<file path="src/rtl/mem_lsu_pkg.sv">
// Shared types and constants for the load/store unit: access-size encodings,
// controller states and lane widths.
package mem_lsu_pkg;

  localparam int unsigned WORD_W = 32;
  localparam int unsigned HALF_W = 16;
  localparam int unsigned BYTE_W = 8;

  typedef enum logic [1:0] {
    SZ_BYTE = 2'b00,
    SZ_HALF = 2'b01,
    SZ_WORD = 2'b10,
    SZ_ILL  = 2'b11
  } size_e;

  typedef enum logic [1:0] {
    StIdle,
    StRead,
    StWrite,
    StResp
  } lsu_state_e;

endpackage

</file>
<file path="src/rtl/mem_lsu_if.sv">
// Request/response and data-memory signals of the load/store unit.
// master: CPU datapath plus data memory; slave: the load/store unit.
interface mem_lsu_if #(
  parameter int unsigned ADDRESSWIDTH = 32,
  parameter int unsigned WIDTH        = 32
);

  logic                    req_valid;
  logic                    req_ready;
  logic                    req_write;
  logic [1:0]              req_size;
  logic                    req_signed;
  logic [ADDRESSWIDTH-1:0] req_addr;
  logic [WIDTH-1:0]        req_wdata;
  logic                    resp_valid;
  logic [WIDTH-1:0]        resp_rdata;
  logic                    resp_err;
  logic [ADDRESSWIDTH-1:0] mem_address;
  logic                    mem_MemWrite;
  logic                    mem_MemRead;
  logic [WIDTH-1:0]        mem_writeData;
  logic [WIDTH-1:0]        mem_readData;

  modport master (
    output req_valid, req_write, req_size, req_signed, req_addr, req_wdata, mem_readData,
    input  req_ready, resp_valid, resp_rdata, resp_err,
    input  mem_address, mem_MemWrite, mem_MemRead, mem_writeData
  );

  modport slave (
    input  req_valid, req_write, req_size, req_signed, req_addr, req_wdata, mem_readData,
    output req_ready, resp_valid, resp_rdata, resp_err,
    output mem_address, mem_MemWrite, mem_MemRead, mem_writeData
  );

endinterface

</file>
<file path="src/rtl/mem_lsu_lanes.sv">
// Little-endian lane logic: extracts and extends load data from a memory word,
// and merges sub-word store data into the old word for read-modify-write.
module mem_lsu_lanes
  import mem_lsu_pkg::*;
(
  input  logic [1:0]        addr_lo,
  input  size_e             size,
  input  logic              is_signed,
  input  logic [WORD_W-1:0] rd_word,
  input  logic [WORD_W-1:0] st_data,
  output logic [WORD_W-1:0] ld_data,
  output logic [WORD_W-1:0] st_word
);

  logic [BYTE_W-1:0] byte_lane;
  logic [HALF_W-1:0] half_lane;

  // Load path: select the addressed lane, then sign- or zero-extend it.
  always_comb begin
    byte_lane = rd_word[{addr_lo, 3'b000} +: BYTE_W];
    half_lane = rd_word[{addr_lo[1], 4'b0000} +: HALF_W];
    ld_data   = rd_word;
    case (size)
      SZ_BYTE: ld_data = {{(WORD_W - BYTE_W){is_signed & byte_lane[BYTE_W-1]}}, byte_lane};
      SZ_HALF: ld_data = {{(WORD_W - HALF_W){is_signed & half_lane[HALF_W-1]}}, half_lane};
      default: ld_data = rd_word;
    endcase
  end

  // Store path: replace only the target lane(s) of the old word.
  always_comb begin
    st_word = rd_word;
    case (size)
      SZ_BYTE: st_word[{addr_lo, 3'b000} +: BYTE_W] = st_data[BYTE_W-1:0];
      SZ_HALF: st_word[{addr_lo[1], 4'b0000} +: HALF_W] = st_data[HALF_W-1:0];
      default: st_word = st_data;
    endcase
  end

endmodule

</file>
<file path="src/rtl/mem_lsu.sv">
// Load/store initiator: turns byte-addressed load/store requests into
// word-addressed memory cycles, with read-modify-write for sub-word stores.
// Optional macro MEM_LSU_ALIGN_CHECK_EN enables misalignment / illegal-size
// errors; without it addresses are force-aligned and size 11 acts as word.
module mem_lsu
  import mem_lsu_pkg::*;
#(
  parameter int unsigned ADDRESSWIDTH = 32,
  parameter int unsigned WIDTH        = 32
) (
  input logic      clk,
  input logic      reset_n,
  mem_lsu_if.slave bus
);

  lsu_state_e              state_q, state_d;
  logic [1:0]              addr_lo_q;
  size_e                   size_q;
  logic                    signed_q;
  logic                    write_q;
  logic [WIDTH-1:0]        wdata_q;
  logic                    err_q;
  logic [ADDRESSWIDTH-1:0] waddr_q;
  logic [WIDTH-1:0]        wword_q;
  logic [WIDTH-1:0]        rdata_q;

  logic                    accept;
  size_e                   acc_size;
  logic [ADDRESSWIDTH-1:0] acc_addr;
  logic                    acc_err;
  logic [WIDTH-1:0]        ld_data;
  logic [WIDTH-1:0]        st_word;

  assign accept = bus.req_valid && (state_q == StIdle);

  // Decode the incoming request: effective size, address and error flag.
  always_comb begin
    acc_size = size_e'(bus.req_size);
    acc_addr = bus.req_addr;
    acc_err  = 1'b0;
`ifdef MEM_LSU_ALIGN_CHECK_EN
    case (size_e'(bus.req_size))
      SZ_HALF: acc_err = bus.req_addr[0];
      SZ_WORD: acc_err = |bus.req_addr[1:0];
      SZ_ILL:  acc_err = 1'b1;
      default: acc_err = 1'b0;
    endcase
`else
    case (size_e'(bus.req_size))
      SZ_HALF: acc_addr[0] = 1'b0;
      SZ_WORD, SZ_ILL: begin
        acc_size      = SZ_WORD;
        acc_addr[1:0] = 2'b00;
      end
      default: acc_addr = bus.req_addr;
    endcase
`endif
  end

  // State register.
  always_ff @(posedge clk) begin
    if (!reset_n) begin
      state_q <= StIdle;
    end else begin
      state_q <= state_d;
    end
  end

  // Next-state: errors skip memory; word stores skip the read.
  always_comb begin
    state_d = state_q;
    case (state_q)
      StIdle: begin
        if (accept) begin
          if (acc_err)                                state_d = StResp;
          else if (bus.req_write && acc_size == SZ_WORD) state_d = StWrite;
          else                                        state_d = StRead;
        end
      end
      StRead:  state_d = write_q ? StWrite : StResp;
      StWrite: state_d = StResp;
      StResp:  state_d = StIdle;
      default: state_d = StIdle;
    endcase
  end

  // Request latch at accept; end of READ captures load data or merged word.
  always_ff @(posedge clk) begin
    if (!reset_n) begin
      addr_lo_q <= 2'b00;
      size_q    <= SZ_BYTE;
      signed_q  <= 1'b0;
      write_q   <= 1'b0;
      wdata_q   <= '0;
      err_q     <= 1'b0;
      waddr_q   <= '0;
      wword_q   <= '0;
      rdata_q   <= '0;
    end else begin
      if (accept) begin
        addr_lo_q <= acc_addr[1:0];
        size_q    <= acc_size;
        signed_q  <= bus.req_signed;
        write_q   <= bus.req_write;
        wdata_q   <= bus.req_wdata;
        err_q     <= acc_err;
        waddr_q   <= {2'b00, acc_addr[ADDRESSWIDTH-1:2]};
        wword_q   <= bus.req_wdata;
        rdata_q   <= '0;
      end
      if (state_q == StRead) begin
        if (write_q) wword_q <= st_word;
        else         rdata_q <= ld_data;
      end
    end
  end

  mem_lsu_lanes u_lanes (
    .addr_lo   (addr_lo_q),
    .size      (size_q),
    .is_signed (signed_q),
    .rd_word   (bus.mem_readData),
    .st_data   (wdata_q),
    .ld_data   (ld_data),
    .st_word   (st_word)
  );

  // Outputs; the write strobe is gated by reset so a reset edge never commits.
  always_comb begin
    bus.req_ready     = (state_q == StIdle);
    bus.resp_valid    = (state_q == StResp);
    bus.resp_rdata    = (state_q == StResp) ? rdata_q : '0;
    bus.resp_err      = (state_q == StResp) && err_q;
    bus.mem_MemRead   = (state_q == StRead);
    bus.mem_MemWrite  = (state_q == StWrite) && reset_n;
    bus.mem_address   = waddr_q;
    bus.mem_writeData = wword_q;
  end

endmodule

</file>
<file path="src/flat_wrapper.sv">
// flat-port wrapper written by rule: the top's interface ports become plain ports
module mem_lsu_flat import mem_lsu_pkg::*;
#(
  parameter int unsigned ADDRESSWIDTH = 32,
  parameter int unsigned WIDTH        = 32
)
  (clk, reset_n, bus_req_valid, bus_req_write, bus_req_size, bus_req_signed, bus_req_addr, bus_req_wdata, bus_mem_readData, bus_req_ready, bus_resp_valid, bus_resp_rdata, bus_resp_err, bus_mem_address, bus_mem_MemWrite, bus_mem_MemRead, bus_mem_writeData);
  mem_lsu_if #(.ADDRESSWIDTH(ADDRESSWIDTH), .WIDTH(WIDTH)) bus_i ();
  input logic clk;
  input logic reset_n;
  input wire logic [$bits(bus_i.req_valid)-1:0] bus_req_valid;
  input wire logic [$bits(bus_i.req_write)-1:0] bus_req_write;
  input wire logic [$bits(bus_i.req_size)-1:0] bus_req_size;
  input wire logic [$bits(bus_i.req_signed)-1:0] bus_req_signed;
  input wire logic [$bits(bus_i.req_addr)-1:0] bus_req_addr;
  input wire logic [$bits(bus_i.req_wdata)-1:0] bus_req_wdata;
  input wire logic [$bits(bus_i.mem_readData)-1:0] bus_mem_readData;
  output wire logic [$bits(bus_i.req_ready)-1:0] bus_req_ready;
  output wire logic [$bits(bus_i.resp_valid)-1:0] bus_resp_valid;
  output wire logic [$bits(bus_i.resp_rdata)-1:0] bus_resp_rdata;
  output wire logic [$bits(bus_i.resp_err)-1:0] bus_resp_err;
  output wire logic [$bits(bus_i.mem_address)-1:0] bus_mem_address;
  output wire logic [$bits(bus_i.mem_MemWrite)-1:0] bus_mem_MemWrite;
  output wire logic [$bits(bus_i.mem_MemRead)-1:0] bus_mem_MemRead;
  output wire logic [$bits(bus_i.mem_writeData)-1:0] bus_mem_writeData;
  assign bus_i.req_valid = bus_req_valid;
  assign bus_i.req_write = bus_req_write;
  assign bus_i.req_size = bus_req_size;
  assign bus_i.req_signed = bus_req_signed;
  assign bus_i.req_addr = bus_req_addr;
  assign bus_i.req_wdata = bus_req_wdata;
  assign bus_i.mem_readData = bus_mem_readData;
  assign bus_req_ready = bus_i.req_ready;
  assign bus_resp_valid = bus_i.resp_valid;
  assign bus_resp_rdata = bus_i.resp_rdata;
  assign bus_resp_err = bus_i.resp_err;
  assign bus_mem_address = bus_i.mem_address;
  assign bus_mem_MemWrite = bus_i.mem_MemWrite;
  assign bus_mem_MemRead = bus_i.mem_MemRead;
  assign bus_mem_writeData = bus_i.mem_writeData;
  mem_lsu #(.ADDRESSWIDTH(ADDRESSWIDTH), .WIDTH(WIDTH)) u_core (.clk(clk), .reset_n(reset_n), .bus(bus_i));
endmodule
</file>
<file path="config.mk">
export PLATFORM = sky130hd
export DESIGN_NAME = mem_lsu_flat
export DESIGN_NICKNAME = d
export VERILOG_FILES = /design/src/rtl/mem_lsu_pkg.sv /design/src/rtl/mem_lsu_if.sv /design/src/rtl/mem_lsu_lanes.sv /design/src/rtl/mem_lsu.sv /design/src/flat_wrapper.sv
export SDC_FILE = /design/constraint.sdc
export NUM_CORES = 1
export LEC_CHECK = 0
export ABC_AREA = 0
export CAP_MARGIN = 20
export CELL_PAD_IN_SITES_DETAIL_PLACEMENT = 1
export CELL_PAD_IN_SITES_GLOBAL_PLACEMENT = 2
export CORE_MARGIN = 8
export CORE_UTILIZATION = 24
export CTS_CLUSTER_DIAMETER = 100
export DETAILED_ROUTE_END_ITERATION = 8
export HOLD_SLACK_MARGIN = 0.05
export PLACE_DENSITY_LB_ADDON = 0.1
export RECOVER_POWER = 50
export SLEW_MARGIN = 20
export SYNTH_ARGS = -nofsm -noshare
export SYNTH_HDL_FRONTEND = slang
export SYNTH_SLANG_ARGS = --single-unit
</file>
<file path="constraint.sdc">
create_clock -name clk -period 1.86 [get_ports clk]
set_input_delay 0.372 -clock clk [delete_from_list [all_inputs] [get_ports clk]]
set_output_delay 0.372 -clock clk [all_outputs]
set_load 0.01 [all_outputs]
</file>
Yosys cells after proc, flatten, opt, wreduce, memory -nomap -nowiden
Index checks and enable logic that the tools add are counted.

Register bits: 134. Input port bits: 103. Output and inout port bits: 101.

Add/sub/neg operators: 2. Eq/ne operators: 9. Shift-type cells: 6. Multiplexer cells: 18. Bitwise operators: 2. Reduce and logical (&&, ||, !) cells: 7.

Operator list (count): $mux 32 (7); $pmux 32 s2 (2); $bwmux 32 (2); $shift 16x7->32 const A (1); $shift 8x7->32 const A (1); $shiftx 16x7->32 (1); $shiftx 32x6->16 (1); $shiftx 32x6->8 (1); $shiftx 8x7->32 (1); $neg 5->7 (2); $eq 2x2->1 const B (5); $pmux 2 s4 (1); $eq 2x1->1 const B (3); $mux 2 (3); $logic_not 2->1 (2); $logic_and 1x1->1 (3); $mux 1 (3); $reduce_or 3->1 (1); $and 1x1->1 (2); $ne 2x1->1 const B (1); $reduce_or 2->1 (1).

Longest topological paths before layout
Word-level depth: 8. Gate-level depth with buffers: 9. Gate-level depth less buffers: 6.

Cells and area by module
From an unflattened synthesis, not the netlist that was laid out.

Cells, all modules: 918. Area total of the unflattened synthesis: 7198.2 um^2.

By module, submodules not included: mem_lsu (instances 1, cells an instance 642, area an instance 5500.3 um^2, seq. area each 2682.6 um^2); mem_lsu_lanes (instances 1, cells an instance 276, area an instance 1697.9 um^2, seq. area each 0.0 um^2).

Least setup slack after synthesis
OpenSTA, ideal clock, no wires.

Kind: register to register. Start: register u_core.addr_lo_q[1]. End: register u_core.wword_q[5], in the netlist u_core.bus.mem_writeData[5]. Arrival: 1.905 ns. Data required time: 1.726 ns. Slack: -0.179 ns. Cell stages (with the launch flop): 9. Path buffers: 2. Period minus slack after synthesis: 2.039 ns. Cell sequence: dfxtp_1 > buf_4 > inv_1 > buf_2 > ha_1 > nor4b_1 > a211o_4 > a221oi_1 > a211oi_1.

Longest elaborated chain between the ends: 6. Elaborated cells on any way between the ends: 11.

Ends and longest elaborated chain: from (decl) (line mem_lsu.sv:17) `logic [1:0] addr_lo_q;`; from (signal assigned) (line mem_lsu.sv:101) `addr_lo_q <= acc_addr[1:0];`; $neg 5->7, on equally long branches (line mem_lsu_lanes.sv:35, mem_lsu_lanes.sv:34); $shiftx 16x7->32 (tied with other cells) (line mem_lsu_lanes.sv:35) `SZ_HALF: st_word[{addr_lo[1], 4'b0000} +: HALF_W] = st_data[HALF_W-1:0];`; $bwmux 32, on equally long branches (line mem_lsu_lanes.sv:35, mem_lsu_lanes.sv:34); $pmux 32 s2 (*) (line mem_lsu_lanes.sv:33) `case (size)`; $mux 32 (*) (line mem_lsu.sv:112) `if (write_q) wword_q <= st_word;`; $mux 32 (*) (line mem_lsu.sv:111) `if (state_q == StRead) begin`; to (signal assigned) (line mem_lsu.sv:108) `wword_q <= bus.req_wdata;`; to (signal assigned) (line mem_lsu.sv:112); to (decl) (line mem_lsu.sv:24) `logic [WIDTH-1:0] wword_q;`.

Mark *: on every way between the ends. The rest lies on a longest branch, timed or not. A chain may end at the register's enable or synchronous reset.

Worst setup path in the final report
Start: register u_core.state_q[0]. End: output bus_mem_MemWrite.

Longest elaborated chain between the ends: 2.

Ends and longest elaborated chain: from (decl) (line mem_lsu.sv:16) `lsu_state_e state_q, state_d;`; from (signal assigned) (line mem_lsu.sv:63) `state_q <= StIdle;`; from (signal assigned) (line mem_lsu.sv:65) `state_q <= state_d;`; $eq 2x2->1 (line mem_lsu.sv:135) `bus.mem_MemWrite = (state_q == StWrite) && reset_n;`; $logic_and 1x1->1 (line mem_lsu.sv:135); to (decl) (line flat_wrapper.sv:23) `output wire logic [$bits(bus_i.mem_MemWrite)-1:0] bus_mem_MemWrite;`.

No other way between the ends.

==> results.sh <==
export IMPL_hold_path_end="u_core.bus.mem_address[6]$_SDFFE_PN0P_"
export IMPL_worstPathMaxFanout=3
export IMPL_p_leak_nw=3.91
export IMPL_grt_max_degree=41
export IMPL_wl_per_cell_um=21.7
export IMPL_min_period_ns=1.87
export IMPL_h_tree_depth=4
export IMPL_ant_nets=0
export IMPL_yosys_warnings=0
export IMPL_drc=0
export IMPL_coreArea_mm2=0.0266
export IMPL_viasPerCell=5.05
export IMPL_hold_viol=0
export IMPL_grt_overflow=0
export IMPL_hold_start="u_core.bus.mem_address[6]$_SDFFE_PN0P_"
export IMPL_cts_tree="done"
export IMPL_drt_pass1_iter_count=4
export IMPL_tightest_slew_ns=0.543
export IMPL_cap_violations=0
export IMPL_reg2reg_to="u_core.rdata_q[30]$_SDFF_PN0_"
export IMPL_yosysTopAreaCellShare_pct=41.8
export IMPL_die_h_um=180
export IMPL_crit_required_ns=1.49
export IMPL_synth_area_top_cells="dfxtp_1, a21oi_1, nand2_1, a221oi_1, a211oi_1"
export IMPL_crit_slowest_cell="dfxtp_2"
export IMPL_hold_path_class="flop to flop"
export IMPL_ios=204
export IMPL_post_route_period_util_pct=100
export IMPL_synth_seq_cells=134
export IMPL_fp_row_count=60
export IMPL_yosysSeqAreaShare_pct=41.8
export IMPL_slew_headroom_pct=63.8
export IMPL_fmax_ghz=0.536
export IMPL_drtIter0Drc=328
export IMPL_grt_pass1_vias=7529
export IMPL_path_clk_slew_ns=0.06
export IMPL_rsz0062_at_grt="yes"
export IMPL_syn_instance_count=772
export IMPL_fin_util_pct=38.1
export IMPL_syn_area_mm2=0.00642
export IMPL_hpwlAfterDp_mm=22.0
export IMPL_final_area_mm2=0.0101
export IMPL_crit_type="flop to primary output"
export IMPL_ff2ff_path_depth=5
export IMPL_max_stage_delay_ns=0.36
export IMPL_nets=1119
export IMPL_hold_depth=2
export IMPL_syn2layout_area_growth_pct=57.5
export IMPL_critPathTopFamily="buffers and inverters"
export IMPL_antenna_found_initial=1
export IMPL_drv_slew=0
export IMPL_grtUsageTotal_pct=17.6
export IMPL_clock_latency_ns=0.43
export IMPL_fin_total_pwr_mw=13.0
export IMPL_violations="negative setup slack"
export IMPL_clockBufferDepth=2
export IMPL_whs_ns=0.451
export IMPL_max_vdd_ir_drop_uv=499
export IMPL_place_congestion=0.835
export IMPL_drive_above_1_share_pct=20.3
export IMPL_cts_root_buf="clkbuf_16"
export IMPL_synth_edf_count=0
export IMPL_n_fill_cell=3067
export IMPL_finClkSkew_ns=0.0172
export IMPL_synth_area_leader_cell="dfxtp_1"
export IMPL_crit_chain="inv_1 > ha_2 > and2_1 > dlygate4sd2_1"
export IMPL_r2r_slack_ns=0.04
export IMPL_synth_flop_cell="dfxtp_1"
export IMPL_grt_pass1_wl_mm=44.9
export IMPL_ys_types=49
export IMPL_start_util_pct=24.2
export IMPL_avgSynthCellArea_um2=8.32
export IMPL_fin_ws_ns=-0.00704
export IMPL_dr_total_vias=6883
export IMPL_outcome="finished with violations"
export IMPL_port_buffers=200
export IMPL_power_density_mw_per_mm2=1280
export IMPL_async_reset_ff_share_pct=0
export IMPL_crit_arrival_ns=1.50
export IMPL_path_buf_inv=2
export IMPL_rr_startpoint="u_core.size_q[1]$_SDFFE_PN0P_"
export IMPL_dieWidth_um=180
export IMPL_crit_path_start_kind="flop"
export IMPL_endpoint_kind="primary output"
export IMPL_cts_made_buffers=17
export IMPL_setup_violations=1
export IMPL_cts_sinks=134
export IMPL_die_area_mm2=0.0322
export IMPL_wl_mm=29.6
export IMPL_dpl_cell_area_mm2=0.00933
==> worst reg2reg max path: stages (launching register included) <==
cell	delay [ns]
dfxtp_2	0.38
buf_4	0.32
clkinv_2	0.24
a31oi_1	0.43
buf_4	0.25
a211oi_1	0.09
==> layout make-up <==
cell class	count	area, um2	area share, %
well taps	341	427	4.22
inverters	7	30.0	0.297
clock inverters	12	201	1.99
clock buffers	20	447	4.42
flip-flops and latches	134	2690	26.6
diodes	1	2.50	0.0247
repair buffers	286	2720	26.9
multi-input cells	561	3600	35.6
==> cells in the mapped netlist (9+ instances only) <==
cell type  count
clkbuf_1      38
a221oi_1      37
a221o_1       12
a211oi_2      10
a211oi_1      34
and2_1        35
mux2i_1       12
a22oi_1       15
nand4_1       13
a21oi_1      139
ha_1           9
dfxtp_1      134
nand2_1      166
buf_2         21
==> sequential cells by signal, summed over array words and instances, names as in the netlist <==
name,cells
u_core.write_q,1
u_core.state_q,2
u_core.bus.mem_writeData,32
u_core.rdata_q,32
u_core.bus.mem_address,30
u_core.signed_q,1
u_core.wdata_q,32
u_core.addr_lo_q,2
u_core.size_q,2
==> cells by family after synthesis <==
family	share of synthesized area, %
AOI/OAI and AO/OA	30.6
adders and majority gates	1.75
buffers and inverters	5.55
DFF	41.8
muxes	1.87
other	0.0584
and+or+nand+nor	18.4
==> cells in the final DEF, fill, tap and decap left out, types with 22 or more instances in the layout <==
| master | n |
|---|---|
| nand2_1 | 165 |
| dfxtp_1 | 129 |
| a21oi_1 | 138 |
| buf_4 | 62 |
| a221oi_1 | 22 |
| clkdlybuf4s50_1 | 138 |
| dlygate4sd3_1 | 26 |
| a211oi_1 | 35 |
| and2_1 | 31 |
| buf_2 | 31 |
==> per-stage QoR <==
step                      worst slack, ns  instances  setup TNS (ns)
after detailed placement           -0.299       1322           -6.00
final                            -0.00704       1362        -0.00704
after global placement             -0.234       1322           -4.99
after floorplan                    0.0403        774               0
after CTS                         -0.0507       1357           -1.00
after global routing              -0.0471       1362          -0.339
==> power breakdown <==
group / internal, mW / switching, mW / leakage (nW)
Combinational: 2.30 / 2.81 / 2.50
Sequential: 3.60 / 0.510 / 1.10
Clock: 2.42 / 1.33 / 0.310
==> routing by layer <==
metal  global-route usage [%]  vias up  share of wire, %
li1                         -     3292                 -
met1                     20.9     3371                44
met2                     30.4      189                49
met3                     4.78       31               4.8
met4                     5.87        0               2.1
met5                        0        -                 0
==> what timing repair did <==
| action | 4_1_cts | 5_1_grt |
|---|---|---|
| resized for setup | 118 | 64 |
| setup endpoints to repair | 67 | 62 |
| hold buffers | 0 | 0 |
| pin swaps | 1 | 8 |
| setup buffers | 3 | 1 |
| cloned | 0 | 3 |
==> how the worst max path moves through the flow <==
stage | startpoint | endpoint | depth (start not counted)
floorplan | u_core.addr_lo_q[1]$_SDFFE_PN0P_ | u_core.bus.mem_writeData[5]$_SDFF_PN0_ | 8
global placement | bus_mem_readData[7] | u_core.rdata_q[19]$_SDFF_PN0_ | 5
detailed placement | bus_mem_readData[31] | u_core.rdata_q[17]$_SDFF_PN0_ | 5
CTS | u_core.state_q[1]$_SDFFE_PN0P_ | bus_resp_rdata[28] | 4
global route | u_core.state_q[0]$_SDFFE_PN0P_ | bus_mem_MemWrite | 4
finish | u_core.state_q[0]$_SDFFE_PN0P_ | bus_mem_MemWrite | 4
Note: power is estimated with default switching activity, not from simulation.
